**src/rtl/coeff_threshold_stream_if.sv**
```systemverilog
// Stream bundle for the coefficient threshold stage: input beat, output beat,
// block framing/zero-count sideband and the per-block threshold controls.
interface coeff_threshold_stream_if #(
  parameter int WIDTH     = 13,
  parameter int BLOCK_LEN = 64,
  parameter int CNT_W     = $clog2(BLOCK_LEN + 1)
);
  logic                 mode_soft;
  logic [WIDTH-2:0]     thr_in;
  logic                 in_valid;
  logic                 in_ready;
  logic [WIDTH-1:0]     in_data;
  logic                 out_valid;
  logic                 out_ready;
  logic [WIDTH-1:0]     out_data;
  logic                 out_last;
  logic [CNT_W-1:0]     zero_count;
  logic                 zero_count_valid;

  modport master (
    output mode_soft, thr_in, in_valid, in_data, out_ready,
    input  in_ready, out_valid, out_data, out_last, zero_count, zero_count_valid
  );

  modport slave (
    input  mode_soft, thr_in, in_valid, in_data, out_ready,
    output in_ready, out_valid, out_data, out_last, zero_count, zero_count_valid
  );
endinterface

```
**src/rtl/coeff_threshold_stream.sv**
```systemverilog
// Block-aware hard/soft threshold stage between the DCT and the RLE encoder;
// one output register, per-block latched threshold and per-block zero count.
module coeff_threshold_stream #(
  parameter int WIDTH     = 13,
  parameter int BLOCK_LEN = 64,
  parameter int CNT_W     = $clog2(BLOCK_LEN + 1)
) (
  input logic                     clk,
  input logic                     rst,
  coeff_threshold_stream_if.slave bus
);

  localparam logic [CNT_W-1:0] LAST_IDX = CNT_W'(BLOCK_LEN - 1);
  localparam logic [CNT_W-1:0] ZERO_C   = {CNT_W{1'b0}};
  localparam logic [CNT_W-1:0] ONE_C    = {{(CNT_W-1){1'b0}}, 1'b1};
  localparam logic [WIDTH-1:0] ZERO_W   = {WIDTH{1'b0}};
  localparam logic [WIDTH-1:0] ONE_W    = {{(WIDTH-1){1'b0}}, 1'b1};

  logic [CNT_W-1:0] idx_r;
  logic [CNT_W-1:0] run_zero_r;
  logic [WIDTH-2:0] thr_r;
  logic             mode_r;
  logic             out_valid_r;
  logic [WIDTH-1:0] out_data_r;
  logic             out_last_r;
  logic [CNT_W-1:0] zero_count_r;
  logic             zero_count_valid_r;

  logic             in_ready_s;
  logic             accept_s;
  logic [WIDTH-2:0] thr_s;
  logic             mode_s;
  logic [WIDTH-1:0] mag_s;
  logic             small_s;
  logic [WIDTH:0]   x_ext_s;
  logic [WIDTH:0]   t_ext_s;
  logic [WIDTH:0]   soft_s;
  logic [WIDTH-1:0] y_s;
  logic             y_zero_s;
  logic             is_last_s;

  assign in_ready_s = !out_valid_r || bus.out_ready;
  assign accept_s   = bus.in_valid && in_ready_s;
  assign is_last_s  = (idx_r == LAST_IDX);

  // Threshold datapath; index 0 uses the live controls, the rest of the block the latched ones.
  always_comb begin
    thr_s  = thr_r;
    mode_s = mode_r;
    if (idx_r == ZERO_C) begin
      thr_s  = bus.thr_in;
      mode_s = bus.mode_soft;
    end else begin
      thr_s  = thr_r;
      mode_s = mode_r;
    end
    // Magnitude kept unsigned so that the most negative value maps to 2^(WIDTH-1).
    mag_s   = bus.in_data[WIDTH-1] ? (~bus.in_data + ONE_W) : bus.in_data;
    small_s = (mag_s <= {1'b0, thr_s});
    x_ext_s = {bus.in_data[WIDTH-1], bus.in_data};
    t_ext_s = {2'b00, thr_s};
    if (bus.in_data[WIDTH-1]) begin
      soft_s = x_ext_s + t_ext_s;
    end else begin
      soft_s = x_ext_s - t_ext_s;
    end
    if (small_s) begin
      y_s = ZERO_W;
    end else if (mode_s) begin
      y_s = soft_s[WIDTH-1:0];
    end else begin
      y_s = bus.in_data;
    end
    y_zero_s = (y_s == ZERO_W);
  end

  // Output register, block framing, latched controls and zero counting.
  always_ff @(posedge clk or posedge rst) begin
    if (rst) begin
      idx_r              <= ZERO_C;
      run_zero_r         <= ZERO_C;
      thr_r              <= {(WIDTH-1){1'b0}};
      mode_r             <= 1'b0;
      out_valid_r        <= 1'b0;
      out_data_r         <= ZERO_W;
      out_last_r         <= 1'b0;
      zero_count_r       <= ZERO_C;
      zero_count_valid_r <= 1'b0;
    end else if (accept_s) begin
      out_valid_r        <= 1'b1;
      out_data_r         <= y_s;
      out_last_r         <= is_last_s;
      zero_count_valid_r <= is_last_s;
      if (idx_r == ZERO_C) begin
        thr_r  <= bus.thr_in;
        mode_r <= bus.mode_soft;
      end
      if (is_last_s) begin
        idx_r        <= ZERO_C;
        run_zero_r   <= ZERO_C;
        zero_count_r <= run_zero_r + (y_zero_s ? ONE_C : ZERO_C);
      end else begin
        idx_r      <= idx_r + ONE_C;
        run_zero_r <= run_zero_r + (y_zero_s ? ONE_C : ZERO_C);
      end
    end else if (bus.out_ready) begin
      out_valid_r        <= 1'b0;
      zero_count_valid_r <= 1'b0;
    end
  end

  assign bus.in_ready         = in_ready_s;
  assign bus.out_valid        = out_valid_r;
  assign bus.out_data         = out_data_r;
  assign bus.out_last         = out_last_r;
  assign bus.zero_count       = zero_count_r;
  assign bus.zero_count_valid = zero_count_valid_r;

endmodule

```
**src/flat_wrapper.sv**
```systemverilog
// flat-port wrapper written by rule: the top's interface ports become plain ports
module coeff_threshold_stream_flat 
#(
  parameter int WIDTH     = 13,
  parameter int BLOCK_LEN = 64,
  parameter int CNT_W     = $clog2(BLOCK_LEN + 1)
)
  (clk, rst, bus_mode_soft, bus_thr_in, bus_in_valid, bus_in_data, bus_out_ready, bus_in_ready, bus_out_valid, bus_out_data, bus_out_last, bus_zero_count, bus_zero_count_valid);
  coeff_threshold_stream_if #(.WIDTH(WIDTH), .BLOCK_LEN(BLOCK_LEN), .CNT_W(CNT_W)) bus_i ();
  input logic clk;
  input logic rst;
  input wire logic [$bits(bus_i.mode_soft)-1:0] bus_mode_soft;
  input wire logic [$bits(bus_i.thr_in)-1:0] bus_thr_in;
  input wire logic [$bits(bus_i.in_valid)-1:0] bus_in_valid;
  input wire logic [$bits(bus_i.in_data)-1:0] bus_in_data;
  input wire logic [$bits(bus_i.out_ready)-1:0] bus_out_ready;
  output wire logic [$bits(bus_i.in_ready)-1:0] bus_in_ready;
  output wire logic [$bits(bus_i.out_valid)-1:0] bus_out_valid;
  output wire logic [$bits(bus_i.out_data)-1:0] bus_out_data;
  output wire logic [$bits(bus_i.out_last)-1:0] bus_out_last;
  output wire logic [$bits(bus_i.zero_count)-1:0] bus_zero_count;
  output wire logic [$bits(bus_i.zero_count_valid)-1:0] bus_zero_count_valid;
  assign bus_i.mode_soft = bus_mode_soft;
  assign bus_i.thr_in = bus_thr_in;
  assign bus_i.in_valid = bus_in_valid;
  assign bus_i.in_data = bus_in_data;
  assign bus_i.out_ready = bus_out_ready;
  assign bus_in_ready = bus_i.in_ready;
  assign bus_out_valid = bus_i.out_valid;
  assign bus_out_data = bus_i.out_data;
  assign bus_out_last = bus_i.out_last;
  assign bus_zero_count = bus_i.zero_count;
  assign bus_zero_count_valid = bus_i.zero_count_valid;
  coeff_threshold_stream #(.WIDTH(WIDTH), .BLOCK_LEN(BLOCK_LEN), .CNT_W(CNT_W)) u_core (.clk(clk), .rst(rst), .bus(bus_i));
endmodule
```
**config.mk**
```make
export PLATFORM = sky130hd
export DESIGN_NAME = coeff_threshold_stream_flat
export DESIGN_NICKNAME = d
export VERILOG_FILES = /design/src/rtl/coeff_threshold_stream_if.sv /design/src/rtl/coeff_threshold_stream.sv /design/src/flat_wrapper.sv
export SDC_FILE = /design/constraint.sdc
export NUM_CORES = 1
export LEC_CHECK = 0
export ABC_AREA = 1
export CAP_MARGIN = 20
export CORE_ASPECT_RATIO = 1.2
export CORE_MARGIN = 10
export CORE_UTILIZATION = 30
export DETAILED_ROUTE_END_ITERATION = 8
export GPL_TIMING_DRIVEN = 0
export HOLD_SLACK_MARGIN = 0.03
export PLACE_DENSITY = 0.45
export SYNTH_ARGS = -nofsm -noshare
export SYNTH_HDL_FRONTEND = slang
export SYNTH_SLANG_ARGS = --single-unit
```
**constraint.sdc**
```tcl
create_clock -name clk -period 5.6 [get_ports clk]
set_input_delay 0.56 -clock clk [delete_from_list [all_inputs] [get_ports clk]]
set_output_delay 0.56 -clock clk [all_outputs]
set_load 0.02 [all_outputs]
```
Word-level counts from Yosys, hierarchy flattened --
Cells that the tools add are included.
Operators by class: $add $sub $neg 5, magnitude comparators 1, eq/ne operators 1, multiplexer cells 12, bitwise operators 1, reductions and logical operators 7
Operator list (count):
- two-way mux 13 bit | 4
- two-way mux 7 bit | 2
- adder 13 x 1 -> 13 bit (second input constant) | 1
- adder 13 bit | 1
- <= comparator 13 x 12 -> 1 bit | 1
- logical NOT 13 bit | 1
- NOT 13 bit | 1
- subtractor 13 bit | 1
- two-way mux 12 bit | 1
- adder 7 x 1 -> 7 bit (second input constant) | 1
- adder 7 bit | 1
- == test 7 x 6 -> 1 bit (second input constant) | 1
- logical NOT 7 bit | 1
- two-way mux 1 bit | 5
- AND reduction 2 bit | 1
- nonzero test 2 bit | 1
- logical AND 1 bit | 1
- logical NOT 1 bit | 1
- logical OR 1 bit | 1
Storage, ports and cells: register bits 50, bits of input ports 30, word-level logic and storage cells 36

Logic depth before layout (Yosys ltp) --
Gate-level depths: netlist of run 1.
depth after elaboration 10, depth in mapped cells 35

Worst setup path after synthesis of run 1 --
OpenSTA, ideal clock, no wires.
path kind register to register, from register u_core.idx_r[0], to register u_core.zero_count_r[6] (netlist: u_core.bus.zero_count[6]), arrival 3816 ps, path slack 1656 ps, cell stages (with the launch flop) 31, buffers on the path 0, clock period less this slack 3944 ps, cell sequence dfrtp_1 inv_1 ha_1 inv_1 nor2_8 nand3_4 o21ai_4 nand2_2 nor2_4 nand3_2 o21ai_4 xor2_1 inv_1 ha_1 nand2_1 inv_1 a21oi_1 nand4_1 nand3_1 nand2_1 nand2_1 nand2_1 nor2_1 nand2_1 nor2_2 ha_1 ha_1 nand3_1 nor3_1 xor2_1 o21ai_0
On the way: word-level cells in the longest chain between the ends 9, elaborated cells on any way between the ends 14
Ends and longest elaborated chain:
- from (decl) | line coeff_threshold_stream.sv:19 | logic [CNT_W-1:0] idx_r;
- from (signal assigned) | line coeff_threshold_stream.sv:103 | idx_r <= idx_r + ONE_C;
- logical NOT 7 bit | line coeff_threshold_stream.sv:50 | if (idx_r == ZERO_C) begin
- two-way mux 12 bit
- subtractor 13 bit / adder 13 bit (equally long branches) | line coeff_threshold_stream.sv:65, coeff_threshold_stream.sv:63
- two-way mux 13 bit | line coeff_threshold_stream.sv:62 | if (bus.in_data[WIDTH-1]) begin
- two-way mux 13 bit | line coeff_threshold_stream.sv:69 | end else if (mode_s) begin
- two-way mux 13 bit | line coeff_threshold_stream.sv:67 | if (small_s) begin
- logical NOT 13 bit | line coeff_threshold_stream.sv:74 | y_zero_s = (y_s == ZERO_W);
- two-way mux 1 bit | line coeff_threshold_stream.sv:101 | zero_count_r <= run_zero_r + (y_zero_s ? ONE_C : ZERO_C);
- adder 7 bit | line coeff_threshold_stream.sv:101
- to (signal assigned) | line coeff_threshold_stream.sv:101
- to (decl) | line coeff_threshold_stream.sv:26 | logic [CNT_W-1:0] zero_count_r;
Parallel ways exist; a longest one is shown, timed or not. A chain may end at the register's enable or synchronous reset.

Final worst setup path of run 1 --
from register u_core.idx_r[0], to register u_core.run_zero_r[6]
On the way: word-level cells in the longest chain between the ends 10, elaborated cells on any way between the ends 14
Ends and longest elaborated chain:
- logical NOT 7 bit | line coeff_threshold_stream.sv:50
- two-way mux 12 bit
- subtractor 13 bit / adder 13 bit (equally long branches) | line coeff_threshold_stream.sv:65, coeff_threshold_stream.sv:63
- two-way mux 13 bit | line coeff_threshold_stream.sv:62
- two-way mux 13 bit | line coeff_threshold_stream.sv:69
- two-way mux 13 bit | line coeff_threshold_stream.sv:67
- logical NOT 13 bit | line coeff_threshold_stream.sv:74
- two-way mux 1 bit | line coeff_threshold_stream.sv:104 | run_zero_r <= run_zero_r + (y_zero_s ? ONE_C : ZERO_C);
- adder 7 bit | line coeff_threshold_stream.sv:104
- two-way mux 7 bit (*) | line coeff_threshold_stream.sv:98 | if (is_last_s) begin
- to (signal assigned) | line coeff_threshold_stream.sv:104
- to (decl) | line coeff_threshold_stream.sv:20 | logic [CNT_W-1:0] run_zero_r;
Mark *: on every way between the ends. The rest lies on a longest branch, timed or not.

==> impl_metrics.xml, run 1 <==
<?xml version="1.0" encoding="UTF-8"?>
<metrics>
  <group name="routing">
    <metric name="drc" unit="">0</metric>
    <metric name="detail_route.wirelength" unit="um">12210</metric>
    <metric name="vias" unit="">3943</metric>
    <metric name="final_antenna_net_count" unit="">0</metric>
    <metric name="vias_per_cell" unit="">4.762</metric>
    <metric name="detail_route.first_pass.iterations" unit="">4</metric>
    <metric name="detail_route.wl_per_cell" unit="um">14.75</metric>
    <metric name="first_iter_violations" unit="">259</metric>
  </group>
  <group name="power">
    <metric name="cellLeakagePower" unit="nW">2.668</metric>
    <metric name="netSwitchingFraction" unit="%">45.39</metric>
    <metric name="cellInternalPower" unit="mW">0.9755</metric>
    <metric name="seq_power_share" unit="%">27.9</metric>
    <metric name="p_switching" unit="mW">0.8107</metric>
    <metric name="clock_power_share" unit="%">17.2</metric>
    <metric name="logic_pwr_share" unit="%">54.9</metric>
    <metric name="ir_drop" unit="mV">0.1781</metric>
    <metric name="p_per_area" unit="mW/mm2">353.0</metric>
  </group>
  <group name="floorplan">
    <metric name="die-area" unit="mm2">0.01895</metric>
    <metric name="die_y" unit="um">148.8</metric>
    <metric name="initial_core_util" unit="%">30.28</metric>
    <metric name="design.portCount" unit="">54</metric>
    <metric name="floorplan.core_area" unit="mm2">0.01370</metric>
    <metric name="die_x" unit="um">127.4</metric>
    <metric name="std_cell_rows" unit="">47</metric>
  </group>
  <group name="synthesis">
    <metric name="yosys.area_share.simple" unit="%">31.72</metric>
    <metric name="netlist_top_cells_count" unit="">186 x sky130_fd_sc_hd__nand2_1, 93 x sky130_fd_sc_hd__inv_1, 50 x sky130_fd_sc_hd__dfrtp_1</metric>
    <metric name="fraction_of_the_mapped_netlist_area_in_adder_cells" unit="%">10.74</metric>
    <metric name="synth_enable_flop_cells" unit="">0</metric>
    <metric name="synth_largest_area_cell" unit="">sky130_fd_sc_hd__dfrtp_1</metric>
    <metric name="synth_top_area_share" unit="%">30.16</metric>
    <metric name="mappedNetlistArea" unit="mm2">0.004149</metric>
    <metric name="post_synth_inst_count" unit="">595</metric>
    <metric name="multiplexer_area_fraction_after_synthesis" unit="%">0</metric>
    <metric name="ffs_w_async_s_r_synth" unit="%">100.0</metric>
    <metric name="ys.flop_type" unit="">sky130_fd_sc_hd__dfrtp_1</metric>
    <metric name="synth_top_family_by_area" unit="">simple AND/OR/NAND/NOR gates</metric>
    <metric name="biggest_area_contributors_in_the_synthesized_netlist" unit="">sky130_fd_sc_hd__dfrtp_1 30%, sky130_fd_sc_hd__nand2_1 17%, sky130_fd_sc_hd__ha_1 10%</metric>
    <metric name="synth-warning-count" unit="">0</metric>
    <metric name="synth.distinct_cells" unit="">37</metric>
    <metric name="postSynthRegisterBits" unit="">50</metric>
    <metric name="syn_area_per_cell" unit="um2">6.973</metric>
    <metric name="synth_xor_xnor_area_share" unit="%">5.911</metric>
    <metric name="most_repeated_cell_in_the_gate_level_netlist_after_synthesis" unit="">sky130_fd_sc_hd__nand2_1</metric>
    <metric name="fraction_of_the_mapped_netlist_area_in_compound_gates" unit="%">11.43</metric>
    <metric name="syn-num-nets" unit="">660</metric>
    <metric name="seq_area_frac_synth" unit="%">30.16</metric>
  </group>
  <group name="finish">
    <metric name="antenna_cells_inserted" unit="">0</metric>
    <metric name="final_area" unit="mm2">0.005060</metric>
    <metric name="instances_no_fill" unit="">828</metric>
    <metric name="drive_above_1_share" unit="%">5.479</metric>
    <metric name="final_net_count" unit="">721</metric>
    <metric name="area_growth" unit="%">21.95</metric>
    <metric name="postLayoutCoreUtil" unit="%">36.93</metric>
  </group>
  <group name="worst_setup_path">
    <metric name="regToRegStartpoint" unit="">u_core.idx_r[0]$_DFFE_PP0P_</metric>
    <metric name="crit_start" unit="">u_core.idx_r[0]$_DFFE_PP0P_</metric>
    <metric name="rr_worst_depth" unit="">30</metric>
    <metric name="worst-setup-path-type" unit="">flip-flop to flip-flop</metric>
    <metric name="worst-endpoint-required" unit="ps">5770</metric>
    <metric name="worst-r2r-setup-slack" unit="ps">850</metric>
    <metric name="worst_path_max_delay_cell" unit="">sky130_fd_sc_hd__dfrtp_1</metric>
    <metric name="worstSetupEndpointType" unit="">flip-flop</metric>
    <metric name="worstPathMaxFanout" unit="">10</metric>
    <metric name="crit_path_max_incr_delay" unit="ps">390</metric>
    <metric name="reg2reg_to" unit="">u_core.run_zero_r[6]$_DFFE_PP0P_</metric>
    <metric name="cp.arrival" unit="ps">4920</metric>
    <metric name="crit_top_cell" unit="">sky130_fd_sc_hd__nand2_1</metric>
    <metric name="cp-start-kind" unit="">flip-flop</metric>
  </group>
  <group name="min_path">
    <metric name="min_delay_src" unit="">u_core.bus.zero_count[6]$_DFFE_PP0P_</metric>
    <metric name="timing.hold.worst_path_depth" unit="">2</metric>
    <metric name="hold_path.class" unit="">flip-flop to flip-flop</metric>
    <metric name="hold-path-endpoint" unit="">u_core.bus.zero_count[6]$_DFFE_PP0P_</metric>
  </group>
  <group name="placed_design">
    <metric name="gpl.final_weighted_congestion" unit="">0.8482</metric>
    <metric name="place_area" unit="mm2">0.004913</metric>
    <metric name="dp.cells" unit="">820</metric>
    <metric name="detailedPlacementHpwl" unit="um">10140</metric>
    <metric name="buffer_ports.inserted" unit="">53</metric>
  </group>
  <group name="cts">
    <metric name="tritoncts_num_sinks" unit="">50</metric>
    <metric name="cts_post_setup_buffers_inserted" unit="">0</metric>
    <metric name="cts-hold-fix-buffers" unit="">0</metric>
    <metric name="cts_tree" unit="">built</metric>
    <metric name="clk-insertion-delay-late" unit="ps">300</metric>
    <metric name="clk_root_buffer_cell" unit="">sky130_fd_sc_hd__clkbuf_16</metric>
    <metric name="cts_htree_levels" unit="">2</metric>
    <metric name="clock_path_buffers" unit="">2</metric>
    <metric name="post_cts_resized" unit="">0</metric>
    <metric name="clkTransAtPathRegs" unit="ps">70</metric>
    <metric name="cts_buffers" unit="">5</metric>
  </group>
  <group name="grt">
    <metric name="number_of_antenna_violations_at_the_first_check_in_global_routing" unit="">0</metric>
    <metric name="grt_usage" unit="%">12.91</metric>
    <metric name="grt_overflow_total" unit="">0</metric>
    <metric name="grt_pass1_vias" unit="">4010</metric>
    <metric name="largest_net_degree_at_the_start_of_global_routing" unit="">37</metric>
    <metric name="grt_first_pass_wirelength" unit="um">20010</metric>
  </group>
  <group name="sta">
    <metric name="final_critical_path_time_including_i_o_delays_and_setup" unit="ps">4749</metric>
    <metric name="finalSetupViolCount" unit="">0</metric>
    <metric name="post_route_setup_tns" unit="ps">0</metric>
    <metric name="clock_skew" unit="ps">7.871</metric>
    <metric name="final_hold_viols" unit="">0</metric>
    <metric name="transition_time_at_the_pin_with_the_least_slew_margin" unit="ps">529.2</metric>
    <metric name="fin_crit_sh" unit="%">84.80</metric>
    <metric name="worst_rel_slew_slack" unit="%">64.72</metric>
    <metric name="highest_achievable_clock_rate" unit="MHz">210.6</metric>
    <metric name="fin_max_slew_vios" unit="">0</metric>
    <metric name="holdWs" unit="ps">487.4</metric>
    <metric name="grt_setup_unrepaired" unit="">no</metric>
  </group>
  <group name="outcome">
    <metric name="outcome" unit="">finished, final reports clean</metric>
  </group>
  <group name="job">
    <metric name="cap_violations" unit="">0</metric>
  </group>
</metrics>
[how the worst max path moves through the flow]
stage	endpoint	cells after the start
2_1_floorplan	u_core.bus.zero_count[6]$_DFFE_PP0P_	30
3_3_place_gp	u_core.run_zero_r[6]$_DFFE_PP0P_	28
3_5_place_dp	u_core.run_zero_r[6]$_DFFE_PP0P_	28
4_1_cts	u_core.run_zero_r[6]$_DFFE_PP0P_	31
5_1_grt	u_core.bus.zero_count[6]$_DFFE_PP0P_	30
6_report	u_core.run_zero_r[6]$_DFFE_PP0P_	30
[placed cells by master (no fill, tap or decap), types with 7 or more instances in the layout]
cell,instances
sky130_fd_sc_hd__nand2_1,186
sky130_fd_sc_hd__inv_1,92
sky130_fd_sc_hd__clkdlybuf4s50_1,53
sky130_fd_sc_hd__dfrtp_1,50
sky130_fd_sc_hd__o21ai_0,45
sky130_fd_sc_hd__nand3_1,39
sky130_fd_sc_hd__ha_1,34
sky130_fd_sc_hd__nor2_1,30
sky130_fd_sc_hd__xor2_1,15
sky130_fd_sc_hd__nand4_1,14
sky130_fd_sc_hd__a21oi_1,13
sky130_fd_sc_hd__xnor2_1,13
sky130_fd_sc_hd__clkbuf_1,9
sky130_fd_sc_hd__nor3_1,7
[per-layer routing]
layer	global-route usage (%)	vias up	part of all wire, %
li1	-	2018	-
met1	15.23	1836	45
met2	22.74	69	49
met3	1.956	20	3.9
met4	5.188	0	2.5
met5	0	-	0
[worst max-delay path, delay by kind of cell (launching register included)]
kind | cells | cell delay [ps]
adder cells (fa/ha/maj) | 4 | 800
flip-flops | 1 | 390
XOR/XNOR | 2 | 360
buffers and inverters | 4 | 330
AND/OR/NAND/NOR | 16 | 1990
AO/OA/AOI/OAI | 4 | 740
[registers in the layout (all words and copies together), names as in the netlist]
signal	flops
u_core.bus.out_valid	1
u_core.mode_r	1
u_core.thr_r	12
u_core.run_zero_r	7
u_core.idx_r	7
u_core.bus.out_data	13
u_core.bus.zero_count_valid	1
u_core.bus.zero_count	7
u_core.bus.out_last	1
[layout make-up]
cell class,instances,area [um2]
plain buffers,12,63.81
clock buffers,5,125.1
clock inverters,3,21.27
fillers,1476,8642
inverters,94,352.8
multi-input cells,439,2481
flip-flops and latches,50,1251
well taps,171,214.0
repair buffers,54,550.5
[kinds of logic after synthesis]
family          count (synthesis)
xor+xnor                       28
compound gates                 79
flops                          50
simple gates                  297
buf+inv                       106
fa+ha+maj                      35
[power by group through the flow]
stage | clock (mW) | combinational [mW] | sequential (mW)
4_1_cts | 0.318 | 0.993 | 0.498
5_1_grt | 0.329 | 1.12 | 0.508
6_report | 0.308 | 0.980 | 0.498
3_3_place_gp | 0 | 0.975 | 0.504
2_1_floorplan | 0 | 0.657 | 0.534
3_5_place_dp | 0 | 0.989 | 0.505
[stage by stage]
| stage | setup slack, ps | power (mW) |
|---|---|---|
| after CTS | 726.9 | 1.809 |
| after global placement | 689.8 | 1.478 |
| after floorplan | 1656 | 1.191 |
| after detailed placement | 657.0 | 1.494 |
| after global routing | 231.9 | 1.961 |
| final | 851.1 | 1.786 |
Power figures use the tool's default switching activity.
==> inputs of run 2 (changes only) <==
==> constraint.sdc (replaced) <==
create_clock -name clk -period 4.8 [get_ports clk]
set_input_delay 0.48 -clock clk [delete_from_list [all_inputs] [get_ports clk]]
set_output_delay 0.48 -clock clk [all_outputs]
set_load 0.02 [all_outputs]
==> run 2 against run 1 <==
Critical path depth increased by 2. Critical endpoint unchanged. Register-to-register slack got worse by 530 ps. Sequential power up 17%. Global-route usage up 0.059 points.
==> impl_metrics.xml, run 2 (synthesis results as in run 1) <==
<?xml version="1.0" encoding="UTF-8"?>
<metrics>
  <group name="sta">
    <metric name="clock_skew" unit="ps">5.470</metric>
    <metric name="finalSetupViolCount" unit="">0</metric>
    <metric name="highest_achievable_clock_rate" unit="MHz">223.3</metric>
    <metric name="fin_max_slew_vios" unit="">0</metric>
    <metric name="final_critical_path_time_including_i_o_delays_and_setup" unit="ps">4479</metric>
    <metric name="timing.final.ws_setup" unit="ps">320.7</metric>
    <metric name="fin_crit_sh" unit="%">93.32</metric>
    <metric name="transition_time_at_the_pin_with_the_least_slew_margin" unit="ps">528.0</metric>
    <metric name="worst_rel_slew_slack" unit="%">64.80</metric>
    <metric name="final_hold_viols" unit="">0</metric>
  </group>
  <group name="power">
    <metric name="finalPower" unit="mW">2.265</metric>
    <metric name="p_per_area" unit="mW/mm2">416.5</metric>
    <metric name="cellLeakagePower" unit="nW">2.765</metric>
    <metric name="ir_drop" unit="mV">0.2050</metric>
  </group>
  <group name="finish">
    <metric name="final_net_count" unit="">737</metric>
    <metric name="area_growth" unit="%">31.06</metric>
    <metric name="instances_no_fill" unit="">844</metric>
    <metric name="seqCellArea" unit="mm2">0.001251</metric>
    <metric name="postLayoutCoreUtil" unit="%">39.69</metric>
    <metric name="multi_input_comb_area" unit="mm2">0.002718</metric>
    <metric name="antenna_cells_inserted" unit="">0</metric>
    <metric name="layout.cells.most_common" unit="">sky130_fd_sc_hd__nand2_1</metric>
    <metric name="number_of_flip_flops_in_the_largest_register" unit="">13</metric>
    <metric name="highest_count_cells_in_the_layout_ignoring_fill_and_taps" unit="">168 x sky130_fd_sc_hd__nand2_1, 87 x sky130_fd_sc_hd__inv_1, 53 x sky130_fd_sc_hd__clkdlybuf4s50_1</metric>
    <metric name="drive_above_1_share" unit="%">14.71</metric>
    <metric name="final.fill_count" unit="">1433</metric>
  </group>
  <group name="routing">
    <metric name="vias_per_cell" unit="">4.743</metric>
    <metric name="detail_route.wl_per_cell" unit="um">15.01</metric>
    <metric name="first_iter_violations" unit="">260</metric>
    <metric name="detail_route.first_pass.iterations" unit="">4</metric>
    <metric name="vias" unit="">4003</metric>
    <metric name="drc" unit="">0</metric>
    <metric name="final_antenna_net_count" unit="">0</metric>
    <metric name="detail_route.wirelength" unit="um">12670</metric>
  </group>
  <group name="cts">
    <metric name="clock_path_buffers" unit="">2</metric>
    <metric name="tritoncts_num_sinks" unit="">50</metric>
    <metric name="cts_tree" unit="">built</metric>
    <metric name="cts_buffers" unit="">5</metric>
    <metric name="clkTransAtPathRegs" unit="ps">70</metric>
    <metric name="clk_root_buffer_cell" unit="">sky130_fd_sc_hd__clkbuf_16</metric>
    <metric name="cts-hold-fix-buffers" unit="">0</metric>
    <metric name="cts_htree_levels" unit="">2</metric>
    <metric name="clk-insertion-delay-late" unit="ps">290</metric>
  </group>
  <group name="floorplan">
    <metric name="floorplan.core_area" unit="mm2">0.01370</metric>
    <metric name="die_x" unit="um">127.4</metric>
    <metric name="design.portCount" unit="">54</metric>
    <metric name="std_cell_rows" unit="">47</metric>
    <metric name="initial_core_util" unit="%">30.28</metric>
    <metric name="die_y" unit="um">148.8</metric>
    <metric name="die-area" unit="mm2">0.01895</metric>
  </group>
  <group name="worst_setup_path">
    <metric name="crit_top_cell" unit="">sky130_fd_sc_hd__nand2_1</metric>
    <metric name="worstSetupEndpointType" unit="">flip-flop</metric>
    <metric name="worst-r2r-setup-slack" unit="ps">320</metric>
    <metric name="cp-start-kind" unit="">flip-flop</metric>
    <metric name="worst_path_max_delay_cell" unit="">sky130_fd_sc_hd__dfrtp_1</metric>
    <metric name="regToRegStartpoint" unit="">u_core.idx_r[0]$_DFFE_PP0P_</metric>
    <metric name="worst-setup-path-type" unit="">flip-flop to flip-flop</metric>
    <metric name="reg2reg_to" unit="">u_core.run_zero_r[6]$_DFFE_PP0P_</metric>
    <metric name="rr_worst_depth" unit="">32</metric>
    <metric name="crit_path_max_incr_delay" unit="ps">400</metric>
    <metric name="worst-endpoint-required" unit="ps">4960</metric>
    <metric name="cp.arrival" unit="ps">4640</metric>
    <metric name="worstPathMaxFanout" unit="">8</metric>
  </group>
  <group name="grt">
    <metric name="grt_usage" unit="%">12.96</metric>
    <metric name="grt_first_pass_wirelength" unit="um">20070</metric>
    <metric name="grt_pass1_vias" unit="">4018</metric>
    <metric name="largest_net_degree_at_the_start_of_global_routing" unit="">37</metric>
    <metric name="number_of_antenna_violations_at_the_first_check_in_global_routing" unit="">0</metric>
    <metric name="grt_overflow_total" unit="">0</metric>
  </group>
  <group name="job">
    <metric name="cap_violations" unit="">0</metric>
  </group>
  <group name="outcome">
    <metric name="outcome" unit="">finished, final reports clean</metric>
  </group>
  <group name="placed_design">
    <metric name="gpl.final_weighted_congestion" unit="">0.8482</metric>
    <metric name="preCtsSetupSlack" unit="ps">-62.99</metric>
    <metric name="detailedPlacementHpwl" unit="um">10140</metric>
    <metric name="dp.cells" unit="">820</metric>
    <metric name="buffer_ports.inserted" unit="">53</metric>
  </group>
  <group name="min_path">
    <metric name="hold_path.class" unit="">primary input to async pin</metric>
  </group>
</metrics>
-- run 2: cell count changes in the layout (fill, tap and decap cells not counted), sizes merged --
cell and delta:
buf +15, clkbuf +1
-- run 2: worst max-delay path by stage --
stage                           startpoint                              endpoint  slack, ps
3_3_place_gp                 bus_thr_in[1]      u_core.run_zero_r[6]$_DFFE_PP0P_        -30
3_5_place_dp                 bus_thr_in[1]      u_core.run_zero_r[6]$_DFFE_PP0P_        -60
5_1_grt        u_core.idx_r[0]$_DFFE_PP0P_      u_core.run_zero_r[6]$_DFFE_PP0P_        -40
4_1_cts        u_core.idx_r[1]$_DFFE_PP0P_      u_core.run_zero_r[6]$_DFFE_PP0P_         40
6_report       u_core.idx_r[0]$_DFFE_PP0P_      u_core.run_zero_r[6]$_DFFE_PP0P_        320
2_1_floorplan  u_core.idx_r[0]$_DFFE_PP0P_  u_core.bus.zero_count[6]$_DFFE_PP0P_        860
-- run 2: layout make-up --
cell class                      instances  area share (%)
Multi-Input combinational cell        439           49.98
Sequential cell                        50           23.01
Timing Repair Buffer                   70           12.66
Inverter                               94           6.489
Tap cell                              171           3.935
Clock buffer                            5           2.301
Buffer                                 12           1.243
Clock inverter                          3          0.3912
-- run 2: worst max-delay path, delay by kind of cell (launching register included) --
| family | cells | cell delay, ps |
|---|---|---|
| compound gates | 4 | 590 |
| fa+ha+maj | 4 | 810 |
| flops | 1 | 400 |
| simple gates | 20 | 2120 |
| xor+xnor | 1 | 200 |
| buf+inv | 3 | 220 |
-- run 2: routing by layer --
| metal | wire length, um | global-route usage (%) | part of all wire [%] |
|---|---|---|---|
| met1 | 5645 | 15.32 | 45 |
| met2 | 6296 | 22.87 | 50 |
| met3 | 426 | 1.956 | 3.4 |
| met4 | 300 | 5.131 | 2.4 |
| met5 | 0 | 0 | 0 |
-- run 2: report_power, final --
part	total, mW	switching (mW)	internal (mW)
clock network	0.358	0.164	0.193
logic	1.32	0.788	0.536
registers	0.583	0.0714	0.511
-- run 2: timing repair --
action	in CTS	in global routing
gates resized for setup	0	57
setup endpoints to repair	2	10
gates cloned	0	1
pin swaps	2	15
buffers inserted	3	12
-- run 2: per-stage QoR --
step | TNS, ps | hold slack, ps | area, um2
after global routing | -97.24 | 505.0 | 5438
after detailed placement | -119.7 | 472.7 | 4913
after CTS | 0 | 489.4 | 5082
after floorplan | 0 | 453.0 | 4149
final | 0 | 485.2 | 5438
after global placement | -54.90 | 465.8 | 4893
==> inputs of run 3 (changes only) <==
==> constraint.sdc (replaced) <==
create_clock -name clk -period 5.34 [get_ports clk]
set_input_delay 0.534 -clock clk [delete_from_list [all_inputs] [get_ports clk]]
set_output_delay 0.534 -clock clk [all_outputs]
set_load 0.02 [all_outputs]
==> run 3 against run 2 <==
First-iteration DRC count is 5.0% lower. Largest power group unchanged. Register-to-register slack better by 300 ps. Clock power is 10% lower. Sequential share of layout area is 1.6 points higher.
==> impl_metrics.xml, run 3 (synthesis results as in run 1) <==
<?xml version="1.0" encoding="UTF-8"?>
<metrics>
  <group name="outcome">
    <metric name="outcome" unit="">finished, final reports clean</metric>
  </group>
  <group name="worst_setup_path">
    <metric name="crit_top_cell" unit="">sky130_fd_sc_hd__nand2_1</metric>
    <metric name="regToRegStartpoint" unit="">u_core.idx_r[0]$_DFFE_PP0P_</metric>
    <metric name="cp.arrival" unit="ps">4880</metric>
    <metric name="crit_start" unit="">u_core.idx_r[0]$_DFFE_PP0P_</metric>
    <metric name="cp-start-kind" unit="">flip-flop</metric>
    <metric name="crit_path_max_incr_delay" unit="ps">390</metric>
    <metric name="worstPathMaxFanout" unit="">10</metric>
    <metric name="worst-setup-path-type" unit="">flip-flop to flip-flop</metric>
    <metric name="worstSetupEndpointType" unit="">flip-flop</metric>
    <metric name="worst-endpoint-required" unit="ps">5510</metric>
    <metric name="worst_path_max_delay_cell" unit="">sky130_fd_sc_hd__dfrtp_1</metric>
  </group>
  <group name="cts">
    <metric name="tritoncts_num_sinks" unit="">50</metric>
    <metric name="clkTransAtPathRegs" unit="ps">70</metric>
    <metric name="cts_buffers" unit="">5</metric>
    <metric name="cts_tree" unit="">built</metric>
    <metric name="clk-insertion-delay-late" unit="ps">290</metric>
    <metric name="cts_htree_levels" unit="">2</metric>
    <metric name="clock_path_buffers" unit="">2</metric>
    <metric name="cts-hold-fix-buffers" unit="">0</metric>
    <metric name="clk_root_buffer_cell" unit="">sky130_fd_sc_hd__clkbuf_16</metric>
  </group>
  <group name="floorplan">
    <metric name="design.portCount" unit="">54</metric>
    <metric name="die_y" unit="um">148.8</metric>
    <metric name="std_cell_rows" unit="">47</metric>
    <metric name="die_x" unit="um">127.4</metric>
    <metric name="initial_core_util" unit="%">30.28</metric>
    <metric name="floorplan.core_area" unit="mm2">0.01370</metric>
    <metric name="die-area" unit="mm2">0.01895</metric>
  </group>
  <group name="finish">
    <metric name="multi_input_comb_area" unit="mm2">0.002486</metric>
    <metric name="seqCellArea" unit="mm2">0.001251</metric>
    <metric name="area_growth" unit="%">22.44</metric>
    <metric name="layout.cells.most_common" unit="">sky130_fd_sc_hd__nand2_1</metric>
    <metric name="instances_no_fill" unit="">830</metric>
    <metric name="number_of_flip_flops_in_the_largest_register" unit="">13</metric>
    <metric name="final_area" unit="mm2">0.005080</metric>
    <metric name="final.fill_count" unit="">1473</metric>
    <metric name="highest_count_cells_in_the_layout_ignoring_fill_and_taps" unit="">186 x sky130_fd_sc_hd__nand2_1, 92 x sky130_fd_sc_hd__inv_1, 53 x sky130_fd_sc_hd__clkdlybuf4s50_1</metric>
    <metric name="final_net_count" unit="">723</metric>
    <metric name="antenna_cells_inserted" unit="">0</metric>
    <metric name="drive_above_1_share" unit="%">5.918</metric>
  </group>
  <group name="placed_design">
    <metric name="dp.cells" unit="">820</metric>
    <metric name="gpl.final_weighted_congestion" unit="">0.8482</metric>
    <metric name="buffer_ports.inserted" unit="">53</metric>
    <metric name="place_area" unit="mm2">0.004913</metric>
    <metric name="detailedPlacementHpwl" unit="um">10140</metric>
  </group>
  <group name="sta">
    <metric name="worst_rel_slew_slack" unit="%">64.67</metric>
    <metric name="grt_setup_unrepaired" unit="">no</metric>
    <metric name="highest_achievable_clock_rate" unit="MHz">212.0</metric>
    <metric name="post_route_setup_tns" unit="ps">0</metric>
    <metric name="fin_max_slew_vios" unit="">0</metric>
    <metric name="final_critical_path_time_including_i_o_delays_and_setup" unit="ps">4718</metric>
    <metric name="transition_time_at_the_pin_with_the_least_slew_margin" unit="ps">529.9</metric>
    <metric name="final_hold_viols" unit="">0</metric>
    <metric name="clock_skew" unit="ps">8.905</metric>
    <metric name="fin_crit_sh" unit="%">88.35</metric>
    <metric name="finalSetupViolCount" unit="">0</metric>
  </group>
  <group name="job">
    <metric name="cap_violations" unit="">0</metric>
  </group>
  <group name="power">
    <metric name="finalPower" unit="mW">1.875</metric>
    <metric name="cellLeakagePower" unit="nW">2.676</metric>
    <metric name="ir_drop" unit="mV">0.1865</metric>
    <metric name="p_per_area" unit="mW/mm2">369.1</metric>
  </group>
  <group name="routing">
    <metric name="vias_per_cell" unit="">4.739</metric>
    <metric name="vias" unit="">3933</metric>
    <metric name="final_antenna_net_count" unit="">0</metric>
    <metric name="detail_route.wirelength" unit="um">12200</metric>
    <metric name="first_iter_violations" unit="">247</metric>
    <metric name="drc" unit="">0</metric>
    <metric name="detail_route.wl_per_cell" unit="um">14.70</metric>
    <metric name="detail_route.first_pass.iterations" unit="">4</metric>
  </group>
  <group name="grt">
    <metric name="number_of_antenna_violations_at_the_first_check_in_global_routing" unit="">0</metric>
    <metric name="grt_first_pass_wirelength" unit="um">20010</metric>
    <metric name="grt_pass1_vias" unit="">4010</metric>
    <metric name="largest_net_degree_at_the_start_of_global_routing" unit="">37</metric>
    <metric name="grt_overflow_total" unit="">0</metric>
    <metric name="grt_usage" unit="%">12.91</metric>
  </group>
  <group name="min_path">
    <metric name="min_delay_src" unit="">u_core.thr_r[9]$_DFFE_PP0P_</metric>
    <metric name="hold_path.class" unit="">flip-flop to flip-flop</metric>
  </group>
</metrics>
==> run 3: final timing paths <==
kind,slack (ps),endpoint,depth (start not counted)
setup / recovery,620,u_core.run_zero_r[6]$_DFFE_PP0P_,30
hold / removal,490,u_core.thr_r[9]$_DFFE_PP0P_,2
setup reg to reg,620,u_core.run_zero_r[6]$_DFFE_PP0P_,30
hold reg to reg,490,u_core.thr_r[9]$_DFFE_PP0P_,2
max in group asynchronous,4280,u_core.thr_r[6]$_DFFE_PP0P_,3
min in group asynchronous,540,u_core.bus.zero_count[4]$_DFFE_PP0P_,2
==> run 3: power breakdown <==
group          switching (mW)  total (mW)  internal, mW
Sequential             0.0628       0.522         0.459
Combinational           0.640        1.03         0.392
Clock                   0.147       0.321         0.174
==> run 3: cell type report <==
type / count / area share [%]
inverter: 94 / 6.946
sequential: 50 / 24.63
timing repair buffer: 56 / 11.13
clock buffer: 5 / 2.463
multi-input combinational: 439 / 48.94
tap: 171 / 4.212
buffer: 12 / 1.256
clock inverter: 3 / 0.4187
==> run 3: per-layer routing <==
layer  track usage (%)  routed length (um)  vias up
li1                  -                   -     2028
met1             15.23                5464     1818
met2             22.74                5971       67
met3             1.956                 462       20
met4             5.188                 303        0
met5                 0                   0        -
==> run 3: through the flow <==
step / hold WS (ps) / setup WS, ps / utilization (%)
after global routing: 505.1 / 4.504 / 37.07
after floorplan: 453.0 / 1396 / -
after detailed placement: 472.7 / 423.0 / 35.86
final: 486.6 / 622.3 / 37.07
after global placement: 465.8 / 455.8 / 35.71
after CTS: 489.4 / 466.9 / 36.93
==> run 3: repair_timing <==
item                                   in CTS  in global routing
setup endpoints to repair                   0                  2
setup buffers                               0                  2
resized for setup                           0                  1
endpoints found under the hold margin       0                  0
==> run 3: critical path, delay by kind of cell, from the launching register on <==
family | cells | cell delay [ps]
AND/OR/NAND/NOR | 16 | 1950
adder cells (fa/ha/maj) | 4 | 810
AO/OA/AOI/OAI | 4 | 740
flip-flops | 1 | 390
XOR/XNOR | 2 | 350
buffers and inverters | 4 | 330
